===== src/rtl/fir_engine.sv =====
// fir_engine: time-multiplexed single-MAC FIR filter.
// One sample is accepted per strobe into a circular delay line, then one tap
// is accumulated per clock. The scaled, saturated result is presented with a
// one-cycle valid pulse. Coefficients are writable only while the engine is idle.
module fir_engine #(
  parameter int DataWidth  = 12,
  parameter int CoeffWidth = 12,
  parameter int NumTaps    = 16
) (
  input  logic                           clk,
  input  logic                           resetN,
  input  logic signed [DataWidth-1:0]    sampleIn,
  input  logic                           sampleInValid,
  output logic signed [DataWidth-1:0]    sampleOut,
  output logic                           sampleOutValid,
  output logic                           busy,
  output logic                           sampleDropped,
  input  logic                           coeffWrEn,
  input  logic [$clog2(NumTaps)-1:0]     coeffAddr,
  input  logic signed [CoeffWidth-1:0]   coeffData,
  output logic                           coeffWrReady
);

  localparam int AddrWidth = $clog2(NumTaps);
  localparam int ProdWidth = DataWidth + CoeffWidth;
  localparam int AccWidth  = DataWidth + CoeffWidth + $clog2(NumTaps);

  typedef enum logic [1:0] {IDLE, MAC, OUTPUT} state_t;

  state_t                       state;
  logic signed [DataWidth-1:0]  delay [NumTaps];
  logic signed [CoeffWidth-1:0] coeff [NumTaps];
  logic [AddrWidth-1:0]         write_ptr;
  logic [AddrWidth-1:0]         tap_idx;
  logic signed [AccWidth-1:0]   acc;

  logic                         accept;
  logic [AddrWidth-1:0]         next_ptr;
  logic [AddrWidth-1:0]         read_idx;
  logic signed [ProdWidth-1:0]  product;
  logic signed [AccWidth-1:0]   product_ext;
  logic signed [AccWidth-1:0]   shifted;
  logic signed [DataWidth-1:0]  sat_value;
  logic                         fits;

  assign busy         = (state != IDLE);
  assign coeffWrReady = !busy;
  assign accept       = (state == IDLE) && sampleInValid;
  assign next_ptr     = write_ptr + 1'b1;

  // Tap k pairs coeff[k] with the sample k steps older than the newest one;
  // index arithmetic wraps naturally because NumTaps is a power of two.
  assign read_idx    = write_ptr - tap_idx;
  assign product     = coeff[tap_idx] * delay[read_idx];
  assign product_ext = {{(AccWidth-ProdWidth){product[ProdWidth-1]}}, product};

  // Drop the Q1 fractional bits with floor rounding, then clamp: the result
  // fits only when every bit above the output sign bit matches the sign.
  assign shifted   = acc >>> (CoeffWidth - 1);
  assign fits      = (&shifted[AccWidth-1:DataWidth-1]) || !(|shifted[AccWidth-1:DataWidth-1]);
  assign sat_value = fits ? shifted[DataWidth-1:0]
                   : (shifted[AccWidth-1] ? {1'b1, {(DataWidth-1){1'b0}}}
                                          : {1'b0, {(DataWidth-1){1'b1}}});

  // Delay line: the accepted sample lands one slot ahead of the current write pointer.
  always_ff @(posedge clk) begin
    if (!resetN) begin
      for (int i = 0; i < NumTaps; i++) delay[i] <= '0;
    end else if (accept) begin
      delay[next_ptr] <= sampleIn;
    end
  end

  // Coefficient bank: writes land only while idle, so a running MAC never sees a change.
  always_ff @(posedge clk) begin
    if (!resetN) begin
      for (int i = 0; i < NumTaps; i++) coeff[i] <= '0;
    end else if (coeffWrEn && !busy) begin
      coeff[coeffAddr] <= coeffData;
    end
  end

  // Control FSM with accumulator, result register and sticky drop flag.
  always_ff @(posedge clk) begin
    if (!resetN) begin
      state          <= IDLE;
      write_ptr      <= '0;
      tap_idx        <= '0;
      acc            <= '0;
      sampleOut      <= '0;
      sampleOutValid <= 1'b0;
      sampleDropped  <= 1'b0;
    end else begin
      sampleOutValid <= 1'b0;
      case (state)
        IDLE: begin
          if (sampleInValid) begin
            write_ptr <= next_ptr;
            acc       <= '0;
            tap_idx   <= '0;
            state     <= MAC;
          end
        end
        MAC: begin
          acc     <= acc + product_ext;
          tap_idx <= tap_idx + 1'b1;
          if (tap_idx == AddrWidth'(NumTaps - 1)) state <= OUTPUT;
        end
        OUTPUT: begin
          sampleOut      <= sat_value;
          sampleOutValid <= 1'b1;
          state          <= IDLE;
        end
        default: state <= IDLE;
      endcase
      if (busy && sampleInValid) sampleDropped <= 1'b1;
    end
  end

endmodule

===== config.mk =====
export PLATFORM = sky130hd
export DESIGN_NAME = fir_engine
export DESIGN_NICKNAME = d
export VERILOG_FILES = /design/src/rtl/fir_engine.sv
export SDC_FILE = /design/constraint.sdc
export NUM_CORES = 1
export LEC_CHECK = 0
export ABC_AREA = 0
export CAP_MARGIN = 30
export CORE_MARGIN = 2
export CORE_UTILIZATION = 40
export CTS_BUF_LIST = sky130_fd_sc_hd__clkbuf_8
export DETAILED_ROUTE_END_ITERATION = 10
export GPL_TIMING_DRIVEN = 0
export SYNTH_ARGS = -nofsm -noshare
export SYNTH_HDL_FRONTEND = slang
export SYNTH_SLANG_ARGS = --single-unit

===== constraint.sdc =====
create_clock -name clk -period 10.36 [get_ports clk]
set_input_delay 1.554 -clock clk [delete_from_list [all_inputs] [get_ports clk]]
set_output_delay 1.554 -clock clk [all_outputs]
set_load 0.01 [all_outputs]

==> summary.md <==
| Metric | Value |
|---|---|
| Cell depth of the worst setup path | `28` |
| Slew Viols, Final | `0` |
| WP data required | `10.90 ns` |
| Fin util | `45.19%` |
| DRC viols | `0` |
| First-pass GRT wire length | `101,200 um` |
| CP max FO | `15` |
| Chip height | `262.5 um` |
| P&R area growth vs syn | `11.52%` |
| Total number of vias | `16,378` |
| Core box area | `0.06598 sq mm` |
| Post-synthesis cell count | `2,110` |
| Register area | `0.01265 sq mm` |
| Gr busiest metal | `met2` |
| Met2 Use GR | `between 30 and 40%` |
| Ports | `48` |
| DP HPWL | `49,210 um` |
| Multi-input gate area | `0.01274 sq mm` |
| WP buf/inv | `7` |
| Yosys top cell by area | `edfxtp_1` |
| Num CTS Buffers | `74` |
| WL/cell | `20.66 um` |
| Syn Nets | `2,405` |
| Most used flip-flop cell after synthesis | `edfxtp_1` |
| Most used cell along the critical path | `fa_1` |
| Unrepaired setup endpoints after global routing | `no` |
| Synth Area per Inst | `roughly 13 sq um` |
| Setup TNS | `0 ns` |
| Status | `completed` |
| Critical path's top delay family | `adder cells` |
| Post-synth EDFFs | `384` |
| #FFs+latches synth | `440` |
| Yosys top cell area share | `43.13%` |
| Total iterations of the first detailed-routing run | `5` |
| Worst EP arrival | `roughly 9.8 ns` |
| H-tree depth | `3` |
| M3 GR Usage | `2.596%` |
| Synth area leaders | `edfxtp_1 (43%), fa_1 (14%), and2_1 (9.4%), mux4_2 (8.8%), dfxtp_1 (4.2%)` |
| Setup crit start kind | `flip-flop` |
| Post-CTS Setup Inserts | `0` |
| Vias in the first global route | `around 18,000` |
| Initial Util | `40.52%` |
| Total grt overflow | `0` |
| CTS sink count | `440` |
| WL final | `65,440 um` |
| Antenna violations before repair | `0` |
| Slew HR | `about 34%` |
| Min Clock Period, post-route | `a little over 9 ns` |
| Synthesized area | `0.02674 sq mm` |
| Gr usage total | `between 10% and 20%` |
| Routed Antenna Nets | `0` |
| Final #Nets | `roughly 2,600` |
| Measured slew at the worst slew-check pin | `0.9889 ns` |
| # rows | `between 90 and 100` |
| Met1 usage | `between 20% and 30%` |
| Cell count of the worst hold path | `1` |
| Setup violators final | `0` |
| Die Width | `between 200 and 300 um` |
| Top-count cell post-synth | `and2_1` |
| Largest net degree at the start of global routing | `16` |
| Sequential share of the synthesized area | `between 40% and 50%` |
| Synth top cells by count | `and2_1 (402), edfxtp_1 (384), inv_1 (211)` |
| Slowest stage delay, CP | `around 0.77 ns` |
| CTS root buf | `clkbuf_8` |
| R2r worst-path depth | `28` |
| Port bufs | `47` |
| Hold WC Path Type | `flip-flop to flip-flop` |
| Via-to-Cell Ratio | `5.170` |
| Async set or reset register ratio after synthesis | `0%` |
| Fillers | `5,961` |
| Final Hold Vio Count | `0` |
| Synth unique cells | `52` |
| Worst Skew | `0.02618 ns` |
| Final period utilization | `between 80% and 90%` |
| Endpoint class of the critical path | `flip-flop` |
| CTS tree | `built` |
| CTS max path bufs | `3` |
| Die area | `about 0.069 sq mm` |
| Clock Latency Late Sink | `0.68 ns` |
| Worst-path clk slew | `approximately 0.06 ns` |
| CTS Hold Buffers Added | `0` |
| Maxcap violations | `0` |
| Max Fclk | `0.1084 GHz` |
| Critical path class | `flip-flop to flip-flop` |
| Post-CTS Resized | `0` |
| Ratio of cells with drive above 1 in the final layout | `12.15%` |
| N_diodes | `0` |
| Gpl congestion | `just under 0.9` |
| Iteration-0 DRC Markers | `roughly 1,100` |
| Slowest CP cell | `fa_1` |
| Syn. warnings | `0` |
-- worst register-to-register path: cells and delay by family (launching register included) --
kind	cells	cell delay, ns
fa+ha+maj	9	4.31
mux	2	0.59
flops	1	0.37
buf+inv	7	1.54
compound gates	7	1.88
simple gates	2	0.22
xor+xnor	1	0.20
-- path summary, 6_finish.rpt --
check,startpoint,end,slack [ns]
worst max-delay path,write_ptr[0],acc[26],1.13
worst min-delay path,acc[5],acc[5],0.49
worst max register to register,write_ptr[0],acc[26],1.13
worst min register to register,acc[5],acc[5],0.49
-- per-stage QoR --
stage,std cells,area [sq um],setup slack [ns],hold WS (ns)
2_1_floorplan,2110,26740,2.837,0.4466
3_3_place_gp,3021,28290,1.181,0.4663
3_5_place_dp,3044,28510,1.102,0.4732
4_1_cts,3167,29800,1.053,0.4902
5_1_grt,3168,29820,0.6649,0.4944
6_report,3168,29820,1.132,0.4897
-- flip-flops by register name, summed over array words and instances, names as in the netlist, named ones only --
signal,count
write_ptr,4
tap_idx,4
delay,192
sampleOut,12
sampleOutValid,1
state,2
acc,28
coeff,192
sampleDropped,1
-- cells in the final DEF, fill, tap and decap left out, drive strengths merged, types with 9 or more instances in the layout --
master,count
and2,402
edfxtp,384
inv,242
fa,181
clkbuf,163
mux4,105
nand2,102
ha,82
nor2,78
o21ai,76
buf,67
nor2b,65
dfxtp,56
clkdlybuf4s50,47
a21oi,45
nand2b,27
xnor2,24
nand3,20
mux2i,17
clkinv,14
mux2,13
xor2,10
a22o,9
-- area by class of cell --
type                    instances  area share [%]
inverters                     211           2.656
multi-input cells            1329           42.73
well taps                     864           3.626
flip-flops and latches        440           42.43
repair buffers                 71           2.295
plain buffers                 130           1.918
clock inverters                47          0.8351
clock buffers                  76           3.508
-- layer usage --
| layer | share of wire, % | wire [um] | vias to the layer above |
|---|---|---|---|
| li1 | - | - | 7478 |
| met1 | 41 | 26670 | 8310 |
| met2 | 51 | 33490 | 472 |
| met3 | 4.8 | 3118 | 118 |
| met4 | 3.3 | 2158 | 0 |
| met5 | 0 | 0 | - |
-- cells by family (layout without fill, tap and decap cells) --
family	count (synthesis)	in the layout	synth area share, %
XOR/XNOR	34	34	1.142
flip-flops	440	440	47.32
AND/OR/NAND/NOR	718	718	15.05
multiplexers	135	135	10.03
buffers and inverters	341	535	5.101
adder cells (fa/ha/maj)	263	263	17.39
AO/OA/AOI/OAI	179	179	3.968
Power is not shown: default switching activity piles up to over one toggle a cycle in this logic, so the estimate is an artifact.
